**src/rtl/br_tracker_pkg.sv**
```systemverilog
`default_nettype none
// ============================================================================
// Module      : br_tracker_pkg
// Description : Shared helpers for the quota-based freelist tracker: entry-ID
//               width, count width and shared-pool size computations.
// Revision    : 1.0 - initial release
// ============================================================================
package br_tracker_pkg;

    // Width of an index into n items (at least one bit so a single-item
    // space still has a legal vector).
    function automatic int f_id_width(input int n);
        return (n > 1) ? $clog2(n) : 1;
    endfunction

    // Width able to hold the values 0..n inclusive.
    function automatic int f_count_width(input int n);
        return $clog2(n + 1);
    endfunction

    // Entries left over once every port has its guaranteed reservation.
    function automatic int f_shared_size(input int entries, input int ports,
                                         input int reserved);
        return entries - (ports * reserved);
    endfunction

endpackage : br_tracker_pkg
`default_nettype wire

```
**src/rtl/br_tracker_freelist_quota_budget.sv**
```systemverilog
`default_nettype none
// ============================================================================
// Module      : br_tracker_freelist_quota_budget
// Description : Per-port held-count bookkeeping and grant decision. A port
//               requesting to stage is granted when it is below its
//               reservation, or when it is below its cap and a shared slot
//               is still available this cycle. Shared slots are handed out
//               in fixed priority (port 0 highest) unless
//               BR_TRACKER_FREELIST_QUOTA_RR_ARB_EN is defined, in which case
//               a round-robin pointer picks the starting port.
// Ports       : clk, rst      - clock, synchronous active-high reset
//               i_req         - per-port stage request (empty or popping)
//               i_dec         - per-port count of entries freed this cycle
//               o_grant       - per-port stage grant
//               o_held        - per-port staged+allocated count (registered)
// Macro       : BR_TRACKER_FREELIST_QUOTA_RR_ARB_EN
// Revision    : 1.0 - initial release
// ============================================================================
module br_tracker_freelist_quota_budget
    import br_tracker_pkg::*;
#(
    parameter int NUM_ENTRIES       = 8,
    parameter int NUM_ALLOC_PORTS   = 2,
    parameter int RESERVED_PER_PORT = 1,
    parameter int MAX_PER_PORT      = NUM_ENTRIES,
    localparam int CW               = f_count_width(NUM_ENTRIES),
    localparam int PW               = f_id_width(NUM_ALLOC_PORTS)
) (
    input  logic                                clk,
    input  logic                                rst,
    input  logic [NUM_ALLOC_PORTS-1:0]          i_req,
    input  logic [NUM_ALLOC_PORTS-1:0][CW-1:0]  i_dec,
    output logic [NUM_ALLOC_PORTS-1:0]          o_grant,
    output logic [NUM_ALLOC_PORTS-1:0][CW-1:0]  o_held
);

    localparam int SHARED_SIZE =
        f_shared_size(NUM_ENTRIES, NUM_ALLOC_PORTS, RESERVED_PER_PORT);

    logic [NUM_ALLOC_PORTS-1:0][CW-1:0] r_held;
    logic [CW-1:0]                      w_shared_used;
    logic [CW-1:0]                      w_shared_avail;
    logic [PW-1:0]                      w_idx;

`ifdef BR_TRACKER_FREELIST_QUOTA_RR_ARB_EN
    logic [PW-1:0]                      r_ptr;
    int                                 w_rr_idx;
    int                                 w_last_idx;
    logic                               w_any_shared;
`endif

    assign o_held = r_held;

    // Shared usage is whatever each port holds beyond its reservation.
    always_comb begin
        w_shared_used = '0;
        for (int i = 0; i < NUM_ALLOC_PORTS; i++) begin
            if (r_held[i] > CW'(RESERVED_PER_PORT)) begin
                w_shared_used = w_shared_used + (r_held[i] - CW'(RESERVED_PER_PORT));
            end
        end
    end

    always_comb begin
        o_grant        = '0;
        w_shared_avail = CW'(SHARED_SIZE) - w_shared_used;
        w_idx          = '0;
`ifdef BR_TRACKER_FREELIST_QUOTA_RR_ARB_EN
        w_rr_idx       = 0;
        w_last_idx     = 0;
        w_any_shared   = 1'b0;
`endif
        // Reserved grants never compete with anything.
        for (int i = 0; i < NUM_ALLOC_PORTS; i++) begin
            if (i_req[i] && (r_held[i] < CW'(RESERVED_PER_PORT))) begin
                o_grant[i] = 1'b1;
            end
        end
        // Shared grants consume the remaining pool in arbitration order.
        for (int k = 0; k < NUM_ALLOC_PORTS; k++) begin
`ifdef BR_TRACKER_FREELIST_QUOTA_RR_ARB_EN
            w_rr_idx = int'(r_ptr) + k;
            if (w_rr_idx >= NUM_ALLOC_PORTS) begin
                w_rr_idx = w_rr_idx - NUM_ALLOC_PORTS;
            end
            w_idx = PW'(w_rr_idx);
`else
            w_idx = PW'(k);
`endif
            if (i_req[w_idx] &&
                (r_held[w_idx] >= CW'(RESERVED_PER_PORT)) &&
                (r_held[w_idx] <  CW'(MAX_PER_PORT)) &&
                (w_shared_avail != '0)) begin
                o_grant[w_idx] = 1'b1;
                w_shared_avail = w_shared_avail - CW'(1);
`ifdef BR_TRACKER_FREELIST_QUOTA_RR_ARB_EN
                w_last_idx   = int'(w_idx);
                w_any_shared = 1'b1;
`endif
            end
        end
    end

    always_ff @(posedge clk) begin
        if (rst) begin
            r_held <= '0;
        end else begin
            for (int i = 0; i < NUM_ALLOC_PORTS; i++) begin
                r_held[i] <= r_held[i] + CW'(o_grant[i]) - i_dec[i];
            end
        end
    end

`ifdef BR_TRACKER_FREELIST_QUOTA_RR_ARB_EN
    // Pointer moves just past the last port that won a shared slot.
    always_ff @(posedge clk) begin
        if (rst) begin
            r_ptr <= '0;
        end else if (w_any_shared) begin
            if (w_last_idx + 1 >= NUM_ALLOC_PORTS) begin
                r_ptr <= '0;
            end else begin
                r_ptr <= PW'(w_last_idx + 1);
            end
        end
    end
`endif

endmodule : br_tracker_freelist_quota_budget
`default_nettype wire

```
**src/rtl/br_tracker_freelist_quota.sv**
```systemverilog
`default_nettype none
// ============================================================================
// Module      : br_tracker_freelist_quota
// Description : Multi-port freelist with per-port reservation and a shared
//               pool. Each alloc port owns one staging register that reloads
//               whenever it is empty or popped. Entry ownership is recorded
//               at staging time so deallocation needs only the entry ID.
//               The free vector is registered without bypass: an entry freed
//               in cycle N is staged in N+1 and presented in N+2.
// Ports       : clk, rst          - clock, synchronous active-high reset
//               alloc_ready       - per-port consumer accepts staged entry
//               alloc_valid       - per-port staged entry present
//               alloc_entry_id    - per-port staged entry ID
//               dealloc_valid     - per-dealloc-port free request
//               dealloc_entry_id  - per-dealloc-port entry being freed
//               held_count        - per-port staged+allocated count
//               free_count        - entries neither staged nor allocated
// Macro       : BR_TRACKER_FREELIST_QUOTA_RR_ARB_EN (round-robin shared pool)
// Revision    : 1.0 - initial release
// ============================================================================
module br_tracker_freelist_quota
    import br_tracker_pkg::*;
#(
    parameter int NUM_ENTRIES       = 8,
    parameter int NUM_ALLOC_PORTS   = 2,
    parameter int NUM_DEALLOC_PORTS = 1,
    parameter int RESERVED_PER_PORT = 1,
    parameter int MAX_PER_PORT      = NUM_ENTRIES,
    localparam int ENTRY_ID_WIDTH   = f_id_width(NUM_ENTRIES),
    localparam int COUNT_WIDTH      = f_count_width(NUM_ENTRIES)
) (
    input  logic                                                clk,
    input  logic                                                rst,
    input  logic [NUM_ALLOC_PORTS-1:0]                          alloc_ready,
    output logic [NUM_ALLOC_PORTS-1:0]                          alloc_valid,
    output logic [NUM_ALLOC_PORTS-1:0][ENTRY_ID_WIDTH-1:0]      alloc_entry_id,
    input  logic [NUM_DEALLOC_PORTS-1:0]                        dealloc_valid,
    input  logic [NUM_DEALLOC_PORTS-1:0][ENTRY_ID_WIDTH-1:0]    dealloc_entry_id,
    output logic [NUM_ALLOC_PORTS-1:0][COUNT_WIDTH-1:0]         held_count,
    output logic [COUNT_WIDTH-1:0]                              free_count
);

    localparam int EW = ENTRY_ID_WIDTH;
    localparam int CW = COUNT_WIDTH;
    localparam int PW = f_id_width(NUM_ALLOC_PORTS);

    logic [NUM_ENTRIES-1:0]             r_free;
    logic [PW-1:0]                      r_owner [NUM_ENTRIES];
    logic [NUM_ALLOC_PORTS-1:0]         r_valid;
    logic [NUM_ALLOC_PORTS-1:0][EW-1:0] r_id;
    logic [CW-1:0]                      r_free_count;

    logic [NUM_ALLOC_PORTS-1:0]         w_req;
    logic [NUM_ALLOC_PORTS-1:0]         w_grant;
    logic [NUM_ALLOC_PORTS-1:0][CW-1:0] w_held;
    logic [NUM_ALLOC_PORTS-1:0][CW-1:0] w_dec;
    logic [NUM_ENTRIES-1:0]             w_dealloc_mask;
    logic [CW-1:0]                      w_num_dealloc;
    logic [NUM_ENTRIES-1:0]             w_mask;
    logic [NUM_ENTRIES-1:0]             w_push_mask;
    logic [NUM_ALLOC_PORTS-1:0][EW-1:0] w_sel_id;
    logic [NUM_ALLOC_PORTS-1:0]         w_sel_found;
    logic [CW-1:0]                      w_num_grant;
    int                                 w_sum_held;

    assign alloc_valid    = r_valid;
    assign alloc_entry_id = r_id;
    assign held_count     = w_held;
    assign free_count     = r_free_count;

    // A staging register may reload when it is empty or being popped.
    always_comb begin
        w_req = '0;
        for (int i = 0; i < NUM_ALLOC_PORTS; i++) begin
            w_req[i] = !r_valid[i] || alloc_ready[i];
        end
    end

    br_tracker_freelist_quota_budget #(
        .NUM_ENTRIES       (NUM_ENTRIES),
        .NUM_ALLOC_PORTS   (NUM_ALLOC_PORTS),
        .RESERVED_PER_PORT (RESERVED_PER_PORT),
        .MAX_PER_PORT      (MAX_PER_PORT)
    ) u_budget (
        .clk     (clk),
        .rst     (rst),
        .i_req   (w_req),
        .i_dec   (w_dec),
        .o_grant (w_grant),
        .o_held  (w_held)
    );

    // Each dealloc hit decrements its owner's count; several hits on the
    // same owner in one cycle add up.
    always_comb begin
        w_dec          = '0;
        w_dealloc_mask = '0;
        w_num_dealloc  = '0;
        for (int j = 0; j < NUM_DEALLOC_PORTS; j++) begin
            if (dealloc_valid[j]) begin
                w_dec[r_owner[dealloc_entry_id[j]]] =
                    w_dec[r_owner[dealloc_entry_id[j]]] + CW'(1);
                w_dealloc_mask[dealloc_entry_id[j]] = 1'b1;
                w_num_dealloc = w_num_dealloc + CW'(1);
            end
        end
    end

    // Lowest-index free entry per granted port; lower ports claim first.
    always_comb begin
        w_mask      = r_free;
        w_push_mask = '0;
        w_sel_id    = '0;
        w_sel_found = '0;
        for (int i = 0; i < NUM_ALLOC_PORTS; i++) begin
            if (w_grant[i]) begin
                for (int e = 0; e < NUM_ENTRIES; e++) begin
                    if (!w_sel_found[i] && w_mask[e]) begin
                        w_sel_found[i] = 1'b1;
                        w_sel_id[i]    = EW'(e);
                        w_mask[e]      = 1'b0;
                        w_push_mask[e] = 1'b1;
                    end
                end
            end
        end
    end

    assign w_num_grant = CW'($countones(w_grant));

    always_ff @(posedge clk) begin
        if (rst) begin
            r_free       <= '1;
            r_valid      <= '0;
            r_id         <= '0;
            r_free_count <= CW'(NUM_ENTRIES);
            for (int e = 0; e < NUM_ENTRIES; e++) begin
                r_owner[e] <= '0;
            end
        end else begin
            r_free       <= (r_free & ~w_push_mask) | w_dealloc_mask;
            r_free_count <= r_free_count - w_num_grant + w_num_dealloc;
            for (int i = 0; i < NUM_ALLOC_PORTS; i++) begin
                if (w_grant[i]) begin
                    r_valid[i]          <= 1'b1;
                    r_id[i]             <= w_sel_id[i];
                    r_owner[w_sel_id[i]] <= PW'(i);
                end else if (alloc_ready[i]) begin
                    r_valid[i] <= 1'b0;
                end
            end
        end
    end

    always_comb begin
        w_sum_held = 0;
        for (int i = 0; i < NUM_ALLOC_PORTS; i++) begin
            w_sum_held = w_sum_held + int'(w_held[i]);
        end
    end

    // Integration and implementation checks.
    always_ff @(posedge clk) begin
        if (!rst) begin
            assert (int'(r_free_count) + w_sum_held == NUM_ENTRIES);
            assert ($countones(r_free) == int'(r_free_count));
            assert ((w_push_mask & ~r_free) == '0);
            assert (w_sel_found == w_grant);
            for (int i = 0; i < NUM_ALLOC_PORTS; i++) begin
                if (w_req[i] && (w_held[i] < CW'(RESERVED_PER_PORT))) begin
                    assert (w_grant[i]);
                end
            end
            for (int j = 0; j < NUM_DEALLOC_PORTS; j++) begin
                if (dealloc_valid[j]) begin
                    assert (int'(dealloc_entry_id[j]) < NUM_ENTRIES);
                    assert (!r_free[dealloc_entry_id[j]]);
                    for (int i = 0; i < NUM_ALLOC_PORTS; i++) begin
                        assert (!(r_valid[i] && (r_id[i] == dealloc_entry_id[j])));
                    end
                    for (int k = j + 1; k < NUM_DEALLOC_PORTS; k++) begin
                        assert (!(dealloc_valid[k] &&
                                  (dealloc_entry_id[k] == dealloc_entry_id[j])));
                    end
                end
            end
        end
    end

endmodule : br_tracker_freelist_quota
`default_nettype wire

```
**config.mk**
```make
export PLATFORM = sky130hd
export DESIGN_NAME = br_tracker_freelist_quota
export DESIGN_NICKNAME = d
export VERILOG_FILES = /design/src/rtl/br_tracker_pkg.sv /design/src/rtl/br_tracker_freelist_quota_budget.sv /design/src/rtl/br_tracker_freelist_quota.sv
export SDC_FILE = /design/constraint.sdc
export NUM_CORES = 1
export LEC_CHECK = 0
export BUFFER_PORTS_ARGS = -buffer_cell sky130_fd_sc_hd__buf_2
export CAP_MARGIN = 20
export CORE_MARGIN = 2
export CORE_UTILIZATION = 54
export DETAILED_ROUTE_END_ITERATION = 8
export GPL_TIMING_DRIVEN = 0
export HOLD_SLACK_MARGIN = 0.12
export PLACE_DENSITY_LB_ADDON = 0.12
export SYNTH_ARGS = -nofsm -noshare
export SYNTH_HDL_FRONTEND = slang
export SYNTH_HIERARCHICAL = 1
export SYNTH_SLANG_ARGS = --single-unit
```
**constraint.sdc**
```tcl
create_clock -name clk -period 5.12 [get_ports clk]
set_clock_uncertainty 0.05 [all_clocks]
set_input_delay 0.256 -clock clk [delete_from_list [all_inputs] [get_ports clk]]
set_output_delay 0.256 -clock clk [all_outputs]
set_load 0.05 [all_outputs]
```
==> results of run 1 <==
==> cells in the mapped netlist (2+ instances only) <==
cell type and n:
dfxtp_1 36, inv_1 32, nor2_1 28, nand2_1 24
ha_1 23, a21oi_1 21, xnor2_1 12, nor2b_1 11
nand3_1 10, o21ai_0 10, clkbuf_1 9, nand2b_1 7
and2_1 6, fa_1 5, nor3_1 5, a21o_1 4
a311oi_1 4, mux2i_1 4, a31oi_2 3, buf_2 3
o22ai_1 3, o31ai_1 3, o32ai_1 3, or3_1 3
xor2_1 3, a211oi_1 2, a211oi_2 2, a21oi_2 2
a221o_1 2, a31o_2 2, a31oi_1 2, a32o_1 2
mux4_2 2, nand3b_1 2, nand4_1 2, o31a_1 2
or4_1 2
==> cells by family after synthesis <==
kind of cell               count (synthesis)
and+or+nand+nor                          111
muxes                                      7
adders and majority gates                 29
DFF                                       36
other                                      1
AOI/OAI and AO/OA                         78
buffers and inverters                     48
xor gates and xnor gates                  15
==> metrics by stage <==
stage	std cells	hold WS (ps)	util (%)
2_1_floorplan	330	268	-
3_3_place_gp	423	390	62.8
3_5_place_dp	423	398	62.8
4_1_cts	435	216	66.4
5_1_grt	440	243	70.4
6_report	440	232	70.4
==> critical path, stage by stage, from the launching register on <==
cell and delay, ps:
dfxtp_4 400, inv_6 40, ha_4 160, or2_4 240
a21oi_4 170, inv_2 70, ha_4 230, inv_2 60
ha_4 120, inv_2 30, fa_2 340, xnor2_2 200
mux2i_2 320, xnor2_2 150, xor2_2 220, a311oi_2 350
inv_2 110, fa_2 570, ha_4 150, ha_4 120
inv_2 40, fa_2 350, xor2_1 160, xnor2_1 130
nand2_1 60
==> flip-flops by register name (all words and copies together) (netlist names) <==
signal	flops
r_free	8
r_owner	8
u_budget/o_held	8
alloc_entry_id	6
free_count	4
alloc_valid	2
==> worst max-delay path by stage <==
stage	slack, ps	to	cells past startpoint
after floorplan	3	free_count[3]	25
after global placement	-320	free_count[3]	24
after detailed placement	-420	free_count[3]	24
after CTS	2	free_count[3]	24
after global routing	-40	free_count[3]	25
final	180	free_count[3]	24
==> area by class of cell <==
class | count | area [um2]
buffer | 13 | 61.3
inverter | 34 | 135
clock inverter | 3 | 42.5
fill | 378 | 1420
timing repair buffer | 36 | 205
sequential | 36 | 729
clock buffer | 5 | 68.8
tap | 67 | 83.8
multi-input combinational | 246 | 2040
==> per-layer routing <==
layer	up-vias	GRT usage, %	share of wire, %
li1	1238	-	-
met1	1154	37.6	47
met2	113	38.5	45
met3	8	4.82	6.8
met4	0	4.96	0.87
met5	-	0	0
==> timing repair <==
action | 4_1_cts | 5_1_grt
setup buffers | 4 | 6
pin swaps | 4 | 18
gates resized for setup | 5 | 33
setup endpoints to repair | 6 | 11
==> flow_summary_export.csv, run 1 <==
group,metric,value,unit
yosys,synthCells,325,
sta,layout_setup_ws,176,ps
cells_and_area,drive_above_1_share,29.0,%
die,ios,28,
sta,relSlewSlack,39.2,%
sta,min_period_over_period,96.6,%
placed_design,dp_hpwl,4.94,mm
sta,tns,0,ps
cells_and_area,antenna_cells,0,
routing,drc,0,
cts,clk_path_buf_depth,2,
critical_path,rr_startpoint,"u_budget/o_held[0]",
cts,cts_hold_buffers,0,
critical_path,ff2ff_path_depth,24,
critical_path,cp-startpoint,"u_budget/o_held[0]",
yosys,synth-edff-count,0,
yosys,ys_ff_latch,36,
die,core_area,4790,um2
worst_hold_path,hold_depth,2,
grt,grt_overflow_total,0,
critical_path,worstPathMaxFanout,5,
yosys,synth_top_cell_by_area,"dfxtp_1",
die,initial_utilization,57.1,%
routing,routedWlPerCell,15.4,um
routing,drt_iter0_drc,221,
placed_design,dpl_worst_slack,-420,ps
yosys,synth_top_cells_by_area,"dfxtp_1, ha_1, inv_1",
sta,tightest_slew,910,ps
yosys,synth_mux_area_share,3.53,%
cts,clock-sinks,36,
critical_path,critPathLaunchType,"flip-flop",
critical_path,r2r_slack,180,ps
yosys,ys.warnings.count,6,
placed_design,port_buffers,26,
routing,first_pass_iters,5,
cells_and_area,fin_area,3370,um2
yosys,synth_fa_ha_area_share,14.6,%
worst_hold_path,hold_end,"u_budget/o_held[0]",
worst_hold_path,hp-class,"primary input to flip-flop",
cells_and_area,final_common_cell,"dfxtp_1",
yosys,synth_top_area_share,26.4,%
routing,ant_nets,0,
yosys,ys.flop_type,"dfxtp_1",
sta,maxSlewViolCount,0,
worst_hold_path,min-delay-start,"rst",
cts,clk_latency,290,ps
yosys,syn_area,2730,um2
routing,vias,2513,
yosys,ys_types,66,
cells_and_area,area_delta_synth_final,23.4,%
placed_design,place_area,3010,um2
cts,cts-root-buf,"clkbuf_8",
routing,drt-total-wl,6.77,mm
critical_path,crit_required,5250,ps
grt,grt_usage,25.3,%
die,die-width,75.1,um
critical_path,timing.rr.end,"free_count[3]",
yosys,synth_top_family_by_area,"compound AO/OA/AOI/OAI gates",
critical_path,path_class,"flip-flop to flip-flop",
run,cap_violations,0,
critical_path,crit_arrival,5080,ps
cts,cts_tree,"done",
grt,grt_pass1_wl,10.9,mm
sta,min_period,4940,ps
cts,cts_htree_levels,2,
yosys,synth_xor_area_share,4.81,%
cells_and_area,fin_nets,408,
grt,grt_pass1_vias,2255,
cts,numCtsBuffers,5,
die,die_y,75.1,um
yosys,synth_async_sr_flop_share,0,%
die,die-area,5640,um2
cells_and_area,final_cell_mix,"dfxtp_1, buf_2, nor2_1, nand2_1, inv_1",
status,status,"completed",
sta,hold_violations,0,
die,row_count,25,
grt,grt_max_degree,13,
yosys,seq_area_frac_synth,26.4,%
yosys,synth_compound_area_share,22.0,%
critical_path,endpoint_kind,"flip-flop",
sta,setup_viol,0,
cts,clk_pin_slew_worst_paths,70,ps
yosys,synth-simple-area-share,21.6,%
placed_design,place_congestion,0.865,
yosys,syn-mean-instance-area,8.40,um2
routing,avgViaCountPerCell,5.71,
grt,antenna_found_initial,0,
sta,fmax,202,MHz
Power of run 1 is not shown: default switching activity piles up to over one toggle a cycle in this logic, so the estimate is an artifact.
==> inputs of run 2 (changes only) <==
ABC_AREA = 1   (was default)
CORE_UTILIZATION = 53   (was 54)
==> run 2 against run 1 <==
  * Die area decreased by 2.0%
  * Routed wire length is 8.0% lower
  * Sequential cell count is the same
  * Synthesized cell count increased by 18%
  * Clock-buffer cell count stayed put
  * Cell area decreased by 8.1%
  * Utilization is 5.3 points lower
  * Hold slack improved by 16 ps
  * Setup slack improved by 130 ps
==> flow_summary_export.csv, run 2 <==
group,metric,value,unit
cells_and_area,final_util,65.1,%
placed_design,place_congestion,0.927,
cells_and_area,antenna_cells,0,
grt,grt_pass1_vias,2277,
placed_design,dpl_worst_slack,-184,ps
yosys,synthCells,385,
yosys,post-synth-top-count-cell,"nand2_1",
sta,tns,0,ps
yosys,ys_ff_latch,36,
critical_path,crit_top_cell,"nand2_1",
yosys,seq_area_frac_synth,27.5,%
critical_path,critPathLaunchType,"flip-flop",
cells_and_area,area_delta_synth_final,18.0,%
grt,grt_overflow_total,0,
yosys,synth_top_cells_by_area,"dfxtp_1, nand2_1, ha_1",
worst_hold_path,hold_depth,4,
routing,drc,0,
yosys,synth_async_sr_flop_share,0,%
cts,cts_hold_buffers,0,
die,die_y,74.4,um
yosys,ys_types,36,
cells_and_area,final_common_cell,"nand2_1",
routing,vias,2547,
die,initial_utilization,55.2,%
grt,grt_pass1_wl,10.2,mm
worst_hold_path,hold_end,"alloc_valid[1]",
routing,first_pass_iters,4,
sta,maxSlewViolCount,0,
cells_and_area,final_cell_mix,"nand2_1, inv_1, nor2_1, dfxtp_1, nand3_1",
cells_and_area,fin_nets,471,
routing,drt-total-wl,6.23,mm
sta,min_period_over_period,94.0,%
routing,ant_nets,0,
placed_design,dp_hpwl,4.83,mm
cts,cts_htree_levels,2,
critical_path,ff2ff_path_depth,36,
yosys,ys_top_cells_by_count,"nand2_1, inv_1, dfxtp_1, nor2_1, nand3_1",
critical_path,rr_startpoint,"u_budget/o_held[0]",
yosys,ys.flop_type,"dfxtp_1",
cells_and_area,drive_above_1_share,20.6,%
die,core_area,4750,um2
yosys,syn_area,2620,um2
critical_path,crit_required,5310,ps
cells_and_area,register_area,726,um2
critical_path,slowest_stage,"fa_2",
sta,fmax,208,MHz
sta,layout_setup_ws,305,ps
critical_path,path_class,"flip-flop to flip-flop",
worst_hold_path,hp-class,"primary input to flip-flop",
yosys,syn-mean-instance-area,6.81,um2
yosys,synth-edff-count,0,
sta,min_period,4820,ps
yosys,ys.warnings.count,6,
sta,setup_viol,0,
critical_path,cpPeakStageDelay,420,ps
die,die-width,74.4,um
critical_path,r2r_slack,300,ps
sta,hold_violations,0,
routing,routedWlPerCell,12.4,um
cts,clk_path_buf_depth,2,
cts,clk_pin_slew_worst_paths,80,ps
grt,antenna_found_initial,0,
grt,grt_usage,24.2,%
placed_design,port_buffers,26,
die,ios,28,
sta,relSlewSlack,65.9,%
cts,clock-sinks,36,
die,row_count,25,
cts,cts_tree,"done",
yosys,synth_top_area_share,27.5,%
sta,tightest_slew,511,ps
run,cap_violations,0,
critical_path,worstPathMaxFanout,7,
cells_and_area,multiInputGateArea,1640,um2
routing,drt_iter0_drc,239,
critical_path,endpoint_kind,"flip-flop",
critical_path,timing.rr.end,"free_count[3]",
worst_hold_path,min-delay-start,"alloc_ready[1]",
cts,cts-root-buf,"clkbuf_8",
status,status,"completed",
cells_and_area,num-fill-cells,442,
critical_path,crit_arrival,5000,ps
grt,grt_max_degree,14,
yosys,synth_top_cell_by_area,"dfxtp_1",
die,die-area,5530,um2
cts,numCtsBuffers,5,
routing,avgViaCountPerCell,5.06,
cts,clk_latency,300,ps
-- run 2: critical path, delay by kind of cell (launching register included) --
family          cells  cell delay, ps
flops               1             370
fa+ha+maj           8            2000
simple gates       16            1280
buf+inv            11             810
compound gates      1             240
-- run 2: metal layers --
layer / share of wire, % / global-route usage [%] / vias to the layer above
met1: 49 / 34.4 / 1157
met2: 44 / 37.9 / 68
met4: 1.0 / 6.15 / 0
met3: 5.9 / 4.61 / 8
li1: - / - / 1314
met5: 0 / 0 / -
-- run 2: worst max path at each step --
stage          depth (start not counted)                from             to  slack [ps]
4_1_cts                               36  u_budget/o_held[0]  free_count[3]           4
3_5_place_dp                          37  u_budget/o_held[0]  free_count[3]        -180
3_3_place_gp                          37  u_budget/o_held[0]  free_count[3]         -50
2_1_floorplan                         37  u_budget/o_held[1]  free_count[3]         100
6_report                              36  u_budget/o_held[0]  free_count[3]         300
5_1_grt                               32  u_budget/o_held[0]  free_count[3]          -9
-- run 2: kinds of logic (layout without fill, tap and decap cells) --
family	count (synthesis)	after routing	share of synthesized area, %
XOR/XNOR	7	7	2.34
AND/OR/NAND/NOR	170	170	29.4
flip-flops	36	36	27.5
buffers and inverters	84	130	12.3
AO/OA/AOI/OAI	59	59	13.6
adder cells (fa/ha/maj)	28	28	14.8
other	1	6	0.143
-- run 2: area by class of cell --
cell class                      instances  share of cell area, %
Buffer                                  5                  0.848
Timing Repair Buffer                   40                   7.60
Tap cell                               67                   2.71
Sequential cell                        36                   23.4
Inverter                               77                   9.66
Multi-Input combinational cell        270                   52.8
Clock inverter                          3                  0.687
Clock buffer                            5                   2.22
-- run 2: per-stage QoR --
step | cells | hold slack (ps) | cell area (um2)
5_1_grt | 503 | 256 | 3100
3_5_place_dp | 483 | 408 | 2860
2_1_floorplan | 390 | 388 | 2640
6_report | 503 | 248 | 3100
4_1_cts | 489 | 215 | 2950
3_3_place_gp | 483 | 403 | 2860
-- run 2: what timing repair did --
item	4_1_cts	5_1_grt
setup endpoints to repair	2	2
resized for setup	1	16
pin swaps	0	6
buffers inserted	0	14
Power of run 2 is left out for the same reason.
